<file path="src/rtl/layer_sched.sv">
// -----------------------------------------------------------------------------
// layer_sched
// Steps a network of NUM_LAYERS layers through three compute engines
// (conv, pool, fc). Each layer's engine type is taken from LAYER_TYPES.
// One engine at a time gets the shared DRAM port. An illegal layer type parks
// the scheduler in a sticky error state that only rst clears.
//
// Ports
//   clk, rst            sole clock; asynchronous active-high reset
//   start               run request, accepted only in IDLE
//   busy, done, err     status (done is a one-cycle pulse at the end of a run)
//   layer_idx           index of the layer being scheduled
//   cycle_cnt           RUN cycles in the current or last run (saturating)
//   X_en / X_done       per-engine enable and completion (X = conv/pool/fc)
//   X_en_rd, X_en_wr,
//   X_addr_in/out       per-engine DRAM request, muxed onto the shared port
//   X_dram_valid        shared dram_valid routed back to the selected engine
//   dram_*, addr_*      shared DRAM port
// -----------------------------------------------------------------------------
module layer_sched #(
    parameter int          ADDR_WIDTH  = 18,
    parameter int          NUM_LAYERS  = 3,
    parameter logic [15:0] LAYER_TYPES = 16'h0024
) (
    input  logic                  clk,
    input  logic                  rst,
    input  logic                  start,
    output logic                  busy,
    output logic                  done,
    output logic                  err,
    output logic [2:0]            layer_idx,
    output logic [15:0]           cycle_cnt,
    output logic                  conv_en,
    input  logic                  conv_done,
    output logic                  conv_dram_valid,
    input  logic                  conv_en_rd,
    input  logic                  conv_en_wr,
    input  logic [ADDR_WIDTH-1:0] conv_addr_in,
    input  logic [ADDR_WIDTH-1:0] conv_addr_out,
    output logic                  pool_en,
    input  logic                  pool_done,
    output logic                  pool_dram_valid,
    input  logic                  pool_en_rd,
    input  logic                  pool_en_wr,
    input  logic [ADDR_WIDTH-1:0] pool_addr_in,
    input  logic [ADDR_WIDTH-1:0] pool_addr_out,
    output logic                  fc_en,
    input  logic                  fc_done,
    output logic                  fc_dram_valid,
    input  logic                  fc_en_rd,
    input  logic                  fc_en_wr,
    input  logic [ADDR_WIDTH-1:0] fc_addr_in,
    input  logic [ADDR_WIDTH-1:0] fc_addr_out,
    input  logic                  dram_valid,
    output logic                  dram_en_rd,
    output logic                  dram_en_wr,
    output logic [ADDR_WIDTH-1:0] addr_in,
    output logic [ADDR_WIDTH-1:0] addr_out
);

    typedef enum logic [2:0] {
        S_IDLE, S_LAUNCH, S_RUN, S_NEXT, S_FIN, S_ERR
    } state_t;

    localparam logic [2:0] LAST_IDX = 3'(NUM_LAYERS - 1);

    state_t      state_q, state_d;
    logic [2:0]  layer_idx_q, layer_idx_d;
    logic [15:0] cycle_cnt_q, cycle_cnt_d;
    logic [1:0]  sel_q, sel_d;
    logic [2:0]  en_q, en_d;
    logic        busy_q, busy_d;
    logic        done_q, done_d;
    logic        err_q, err_d;

    // Engine-indexed views of the per-engine ports. Slot 3 stands for the
    // illegal type and is tied off so a 2-bit select never indexes past the end.
    logic [3:0]            eng_done, eng_rd, eng_wr;
    logic [ADDR_WIDTH-1:0] eng_ain [4];
    logic [ADDR_WIDTH-1:0] eng_aout[4];
    logic [2:0]            eng_dv;

    logic [1:0] cur_type;
    logic       run_active;
    logic       sel_done;

    assign eng_done = {1'b0, fc_done, pool_done, conv_done};
    assign eng_rd   = {1'b0, fc_en_rd, pool_en_rd, conv_en_rd};
    assign eng_wr   = {1'b0, fc_en_wr, pool_en_wr, conv_en_wr};
    assign eng_ain[0]  = conv_addr_in;
    assign eng_ain[1]  = pool_addr_in;
    assign eng_ain[2]  = fc_addr_in;
    assign eng_ain[3]  = '0;
    assign eng_aout[0] = conv_addr_out;
    assign eng_aout[1] = pool_addr_out;
    assign eng_aout[2] = fc_addr_out;
    assign eng_aout[3] = '0;

    assign cur_type   = LAYER_TYPES[{layer_idx_q, 1'b0} +: 2];
    assign run_active = (state_q == S_RUN);
    // Only the engine that owns the current layer can end it.
    assign sel_done   = run_active && eng_done[sel_q];

    always_comb begin
        state_d     = state_q;
        layer_idx_d = layer_idx_q;
        cycle_cnt_d = cycle_cnt_q;
        sel_d       = sel_q;
        case (state_q)
            S_IDLE: begin
                if (start) begin
                    layer_idx_d = '0;
                    cycle_cnt_d = '0;
                    state_d     = S_LAUNCH;
                end
            end
            S_LAUNCH: begin
                sel_d   = cur_type;
                state_d = (cur_type == 2'd3) ? S_ERR : S_RUN;
            end
            S_RUN: begin
                if (cycle_cnt_q != 16'hFFFF) begin
                    cycle_cnt_d = cycle_cnt_q + 16'd1;
                end
                if (sel_done) begin
                    state_d = S_NEXT;
                end
            end
            S_NEXT: begin
                if (layer_idx_q == LAST_IDX) begin
                    state_d = S_FIN;
                end else begin
                    layer_idx_d = layer_idx_q + 3'd1;
                    state_d     = S_LAUNCH;
                end
            end
            S_FIN:   state_d = S_IDLE;
            S_ERR:   state_d = S_ERR;
            default: state_d = S_IDLE;
        endcase

        // Status and enables are computed from the next state so that the
        // registered copies line up exactly with the state they describe.
        en_d = 3'b000;
        if (state_d == S_RUN) begin
            case (sel_d)
                2'd0:    en_d = 3'b001;
                2'd1:    en_d = 3'b010;
                2'd2:    en_d = 3'b100;
                default: en_d = 3'b000;
            endcase
        end
        busy_d = (state_d == S_LAUNCH) || (state_d == S_RUN) ||
                 (state_d == S_NEXT)   || (state_d == S_FIN);
        done_d = (state_d == S_FIN);
        err_d  = (state_d == S_ERR);
    end

    always_ff @(posedge clk or posedge rst) begin
        if (rst) begin
            state_q     <= S_IDLE;
            layer_idx_q <= '0;
            cycle_cnt_q <= '0;
            sel_q       <= '0;
            en_q        <= '0;
            busy_q      <= 1'b0;
            done_q      <= 1'b0;
            err_q       <= 1'b0;
        end else begin
            state_q     <= state_d;
            layer_idx_q <= layer_idx_d;
            cycle_cnt_q <= cycle_cnt_d;
            sel_q       <= sel_d;
            en_q        <= en_d;
            busy_q      <= busy_d;
            done_q      <= done_d;
            err_q       <= err_d;
        end
    end

    // Shared DRAM mux: open only in RUN and only for the selected engine.
    // Gating on the registered state means rst closes it with no clock edge.
    always_comb begin
        dram_en_rd = 1'b0;
        dram_en_wr = 1'b0;
        addr_in    = '0;
        addr_out   = '0;
        if (run_active) begin
            dram_en_rd = eng_rd[sel_q];
            dram_en_wr = eng_wr[sel_q];
            addr_in    = eng_ain[sel_q];
            addr_out   = eng_aout[sel_q];
        end
    end

    for (genvar gi = 0; gi < 3; gi++) begin : g_dv
        assign eng_dv[gi] = run_active && en_q[gi] && dram_valid;
    end

    assign conv_dram_valid = eng_dv[0];
    assign pool_dram_valid = eng_dv[1];
    assign fc_dram_valid   = eng_dv[2];

    assign conv_en   = en_q[0];
    assign pool_en   = en_q[1];
    assign fc_en     = en_q[2];
    assign busy      = busy_q;
    assign done      = done_q;
    assign err       = err_q;
    assign layer_idx = layer_idx_q;
    assign cycle_cnt = cycle_cnt_q;

endmodule

</file>
<file path="config.mk">
export PLATFORM = sky130hd
export DESIGN_NAME = layer_sched
export DESIGN_NICKNAME = d
export VERILOG_FILES = /design/src/rtl/layer_sched.sv
export SDC_FILE = /design/constraint.sdc
export NUM_CORES = 1
export LEC_CHECK = 0
export CELL_PAD_IN_SITES_DETAIL_PLACEMENT = 1
export CELL_PAD_IN_SITES_GLOBAL_PLACEMENT = 2
export CORE_ASPECT_RATIO = 1.1
export CORE_MARGIN = 5
export CORE_UTILIZATION = 17
export CTS_BUF_LIST = sky130_fd_sc_hd__clkbuf_8 sky130_fd_sc_hd__clkbuf_16
export DETAILED_ROUTE_END_ITERATION = 16
export PLACE_DENSITY_LB_ADDON = 0.1
export RECOVER_POWER = 50
export SETUP_SLACK_MARGIN = 0.5
export SLEW_MARGIN = 20
export SYNTH_ARGS = -nofsm -noshare
export SYNTH_HDL_FRONTEND = slang
export SYNTH_SLANG_ARGS = --single-unit
export TNS_END_PERCENT = 10
</file>
<file path="constraint.sdc">
create_clock -name clk -period 2.6 [get_ports clk]
set_clock_uncertainty 0.05 [all_clocks]
set_input_delay 0.52 -clock clk [delete_from_list [all_inputs] [get_ports clk]]
set_output_delay 0.52 -clock clk [all_outputs]
set_load 0.02 [all_outputs]
</file>
* After elaboration in Yosys (flattened, before gate mapping)
Cells that the tools add are included.
Word-level totals: register bits 30, input port bits 121, output and inout port bits 66, logic and storage cells 77
Operators by class: add/sub/neg operators 2, bitwise gates (word level) 1, eq/ne operators 17, multiplexer cells 30, reduce and logical (&&, ||, !) cells 16, $lt $le $gt $ge 2, shifts and indexed selects 1
Operators by type and width (number):
- 18-bit 2-to-1 mux | 6
- 18-bit binary-select mux with 2-bit select | 2
- 16-bit 2-to-1 mux | 2
- 16-bit case mux with 2 select lines | 1
- 3-bit 2-to-1 mux | 7
- 16-bit by 1-bit adder with 16-bit output, second input constant | 1
- 16-bit != test, second input constant | 1
- 16-bit by 5-bit variable part select with 2-bit output, first input constant | 1
- 3-bit by 2-bit == test with 1-bit output, second input constant | 5
- 3-bit case mux with 5 select lines | 1
- 3-bit == test, second input constant | 3
- 3-bit case mux with 3 select lines | 1
- 1-bit logical AND | 7
- 1-bit binary-select mux with 2-bit select | 3
- 3-bit by 1-bit == test with 1-bit output, second input constant | 2
- 3-bit case mux with 2 select lines | 1
- 3-bit AND reduction | 2
- 1-bit 2-to-1 mux | 5
- 2-bit == test, second input constant | 2
- 2-bit != test, second input constant | 2
- 2-bit nonzero test | 2
- 3-bit by 1-bit adder with 3-bit output, second input constant | 1
- 3-bit >= comparator, second input constant | 1
- 3-bit zero test | 1
- 7 further kinds | 9

* Depth between registers and ports, before layout
depth in word-level cells 9, mapped depth 7, gate-level depth less buffers 6

* Least setup slack after synthesis
OpenSTA, ideal clock, no wires.
path kind register to output, start register sel_q[1], end output port addr_in[0], slack 457 ps, cell stages (with the launch flop) 7, buffers on the path 3, required time 2030 ps, arrival 1573 ps, cell sequence dfrtp_1 -> clkbuf_1 -> nor2b_1 -> clkbuf_1 -> clkbuf_1 -> a21oi_1 -> nor2_1
Between the ends: cells in the longest elaborated chain, start to end 5
RTL lines:
- start, declared | line 70 | logic [1:0] sel_q, sel_d;
- start signal, assigned | line 173 | sel_q <= sel_d;
- 2-bit NOT with 3-bit output (implied by the code) | line 191 | addr_in = eng_ain[sel_q];
- 18-bit binary-select mux with 2-bit select | line 191
- 18-bit 2-to-1 mux (implied by the code) (2 in a row) | line 191
- 18-bit 2-to-1 mux | line 188 | if (run_active) begin
- end, declared | line 57 | output logic [ADDR_WIDTH-1:0] addr_in,
No other way between the ends. The select of a mux whose other input is x is not followed.

* Final worst setup path
start register state_q[2], end output port dram_en_wr
Between the ends: cells in the longest elaborated chain, start to end 2
RTL lines:
- start, declared | line 67 | state_t state_q, state_d;
- start signal, assigned | line 170 | state_q <= state_d;
- 3-bit by 2-bit == test with 1-bit output | line 100 | assign run_active = (state_q == S_RUN);
- 1-bit 2-to-1 mux | line 188
- end, declared | line 56 | output logic dram_en_wr,
No other way between the ends.

==> impl_metrics.json <==
{
  "status": "finished clean",
  "dr.pass1.iters": 4,
  "die_h_microns": 140,
  "setup_viol": 0,
  "synthTopCellsByArea": "dfrtp_1 29%, mux2i_1 18%, nor2_1 12%, a21oi_1 8.8%, clkbuf_1 2.4%",
  "wl_microns": 13400,
  "crit_required_ns": 2.03,
  "clkLatencyLatePin_ns": 0.28,
  "grt_overflow": 0,
  "met3_usage": 0.0750,
  "synthAdderAreaFrac": 0.0191,
  "maxSlewViolCount": 0,
  "crit_arrival_ns": 1.71,
  "drc": 0,
  "mappedNetlistArea_sq_um": 2620,
  "avgSynthCellArea_sq_um": 7.56,
  "crit_path_end_kind": "primary output",
  "reg2reg_slack_ns": 0.40,
  "ir_drop_v": 0.000259,
  "hold_violations": 0,
  "rr_worst_depth": 6,
  "synth-simple-area-share": 0.293,
  "cts_root_buf": "clkbuf_16",
  "setup_tns_ns": 0,
  "hold_end": "cycle_cnt[15]$_DFFE_PP0P_",
  "slew-limit-headroom": 0.325,
  "grt_util_all_layers": 0.149,
  "clockBufferDepth": 2,
  "ant_nets": 0,
  "core_area_sq_um": 15100,
  "syn_inst": 346,
  "synthMuxAreaShare": 0.185,
  "fillers": 1863,
  "antenna_found_initial": 1,
  "yosysTopAreaCellShare": 0.287,
  "synthXorXnorAreaFrac": 0.00670,
  "grt_pass1_wl_microns": 21300,
  "ys_types": 48,
  "cts_tree": "built",
  "routabilityCongestion": 0.736,
  "final_cell_mix": "127 x clkdlybuf4s50_1, 81 x nor2_1, 46 x a21oi_1",
  "htreeDepth": 2,
  "max_freq_ghz": 0.439,
  "hold_class": "flop to flop",
  "synth_top_family_by_area": "simple AND/OR/NAND/NOR gates",
  "layout-drive-gt1-share": 0.152,
  "period_minus_slack_ns": 2.28,
  "vias_per_cell": 4.50,
  "synth_compound_area_frac": 0.163,
  "ios": 187,
  "rr_endpoint": "busy$_DFF_PP0_",
  "synth-main-ff-cell": "dfrtp_1",
  "grt_max_degree": 39,
  "cts_sinks": 30,
  "rsz0062_at_grt": "yes",
  "die_w_microns": 128,
  "final_nets": 670,
  "num_vias": 3340,
  "r2r-start": "layer_idx[0]$_DFFE_PP0P_",
  "min_from": "cycle_cnt[15]$_DFFE_PP0P_",
  "grt_use_met1": 0.158,
  "cts.clk_slew.worst_paths_ns": 0.05,
  "diodes": 0,
  "num_rows": 47,
  "synth_edf_count": 0,
  "start_util": 0.174,
  "busiest_layer": "met2",
  "cap_violations": 0,
  "async_flop_share": 1.00,
  "start_kind": "flop",
  "critPathKind": "flop to primary output",
  "synth_top_cell_by_area": "dfrtp_1",
  "dp_hpwl_microns": 10200,
  "setup_ws_ns": 0.320,
  "cellPowerDensity_nw_per_um2": 856,
  "dp_slack_ns": 0.0505,
  "wl_per_cell_microns": 18.0,
  "first_iter_violations": 87,
  "leakage_uw": 0.00212,
  "hold_path_depth": 2,
  "synth-seq-cells": 30,
  "period_share": 0.877,
  "numCtsBuffers": 5,
  "ys_seq_area_frac": 0.287,
  "synth_nets": 471,
  "worstPathMaxFanout": 31,
  "yosysWarnings": 0,
  "final_common_cell": "clkdlybuf4s50_1",
  "port_buffers": 186,
  "grt_pass1_vias": 3694,
  "dieArea_sq_um": 18000,
  "grt_util_met2": 0.262,
  "areaGrowthSynthToFinish_pct": 89.5,
  "worst_slew_pin_slew_ns": 1.01
}
==> cells by family (layout without fill, tap and decap cells) <==
kind of cell | Yosys count | count (layout)
compound gates | 71 | 71
xor+xnor | 2 | 2
fa+ha+maj | 4 | 4
buf+inv | 31 | 231
flops | 30 | 30
mux | 48 | 48
simple gates | 160 | 160
==> cell usage after synthesis, types with 3 or more instances <==
cell type	n
nand2b_1	6
clkbuf_1	17
or2_2	3
dfrtp_1	30
o21ai_0	4
nor3b_1	4
a21oi_1	46
inv_1	9
nor3_1	4
nor2_1	84
and3_1	7
nor2b_1	4
nand3_1	10
a211oi_1	5
mux2i_1	46
nand4_1	7
nand2_1	16
ha_1	4
buf_2	3
==> state kept, by name, summed over array words and instances, names as in the netlist <==
name       count
sel_q          2
busy           1
done           1
layer_idx      3
en_q           3
state_q        3
err            1
cycle_cnt     16
==> layout make-up <==
type | instances | area, sq um | share of cell area
Inverter | 9 | 33.8 | 0.00682
Tap cell | 196 | 245 | 0.0495
Sequential cell | 30 | 752 | 0.152
Clock inverter | 2 | 8.76 | 0.00177
Multi-Input combinational cell | 285 | 1760 | 0.356
Clock buffer | 6 | 139 | 0.0280
Timing Repair Buffer | 214 | 2010 | 0.406
==> stage by stage <==
stage / power, uW / hold slack (ns) / cells / area [sq um] / util
after floorplan: 2300 / 0.546 / 346 / 2630 / -
after global placement: 3640 / 0.504 / 725 / 4840 / 0.321
after detailed placement: 3650 / 0.509 / 725 / 4840 / 0.321
after CTS: 4370 / 0.524 / 742 / 4970 / 0.330
after global routing: 4600 / 0.550 / 742 / 4960 / 0.329
final: 4240 / 0.510 / 742 / 4960 / 0.329
==> worst max-delay path by stage <==
stage / from / to / depth (start not counted)
finish: state_q[2]$_DFF_PP0_ / dram_en_wr / 4
global route: rst / cycle_cnt[5]$_DFFE_PP0P_ / 3
CTS: sel_q[1]$_DFF_PP0_ / addr_out[2] / 7
detailed placement: fc_addr_out[17] / addr_out[17] / 6
global placement: fc_addr_out[0] / addr_out[0] / 6
floorplan: sel_q[1]$_DFF_PP0_ / addr_in[12] / 6
==> routing by layer <==
metal  vias to the layer above  part of all wire  wire, microns
met1                      1579              0.37           4950
met5                         -           0.00097             13
met2                       127              0.50           6680
met3                        11              0.12           1550
li1                       1621                 -              -
met4                         2             0.012            165
==> where the power goes <==
group | switching, uW | leakage, uW | internal (uW)
registers | 102 | 0.000403 | 562
logic | 1660 | 0.00164 | 1340
clock network | 206 | 0.0000780 | 375
==> critical path: stages (launching register included) <==
cell and delay [ns]:
dfrtp_1 0.39, or3b_1 0.49, buf_12 0.22, nor2_1 0.12
buf_2 0.19
==> what timing repair did <==
action | CTS | global route
gates cloned | 3 | 0
buffers inserted | 6 | 0
gates resized for setup | 180 | 3
hold buffers | 0 | 0
endpoints found under the setup margin | 45 | 46
Note: power is estimated with default switching activity, not from simulation.
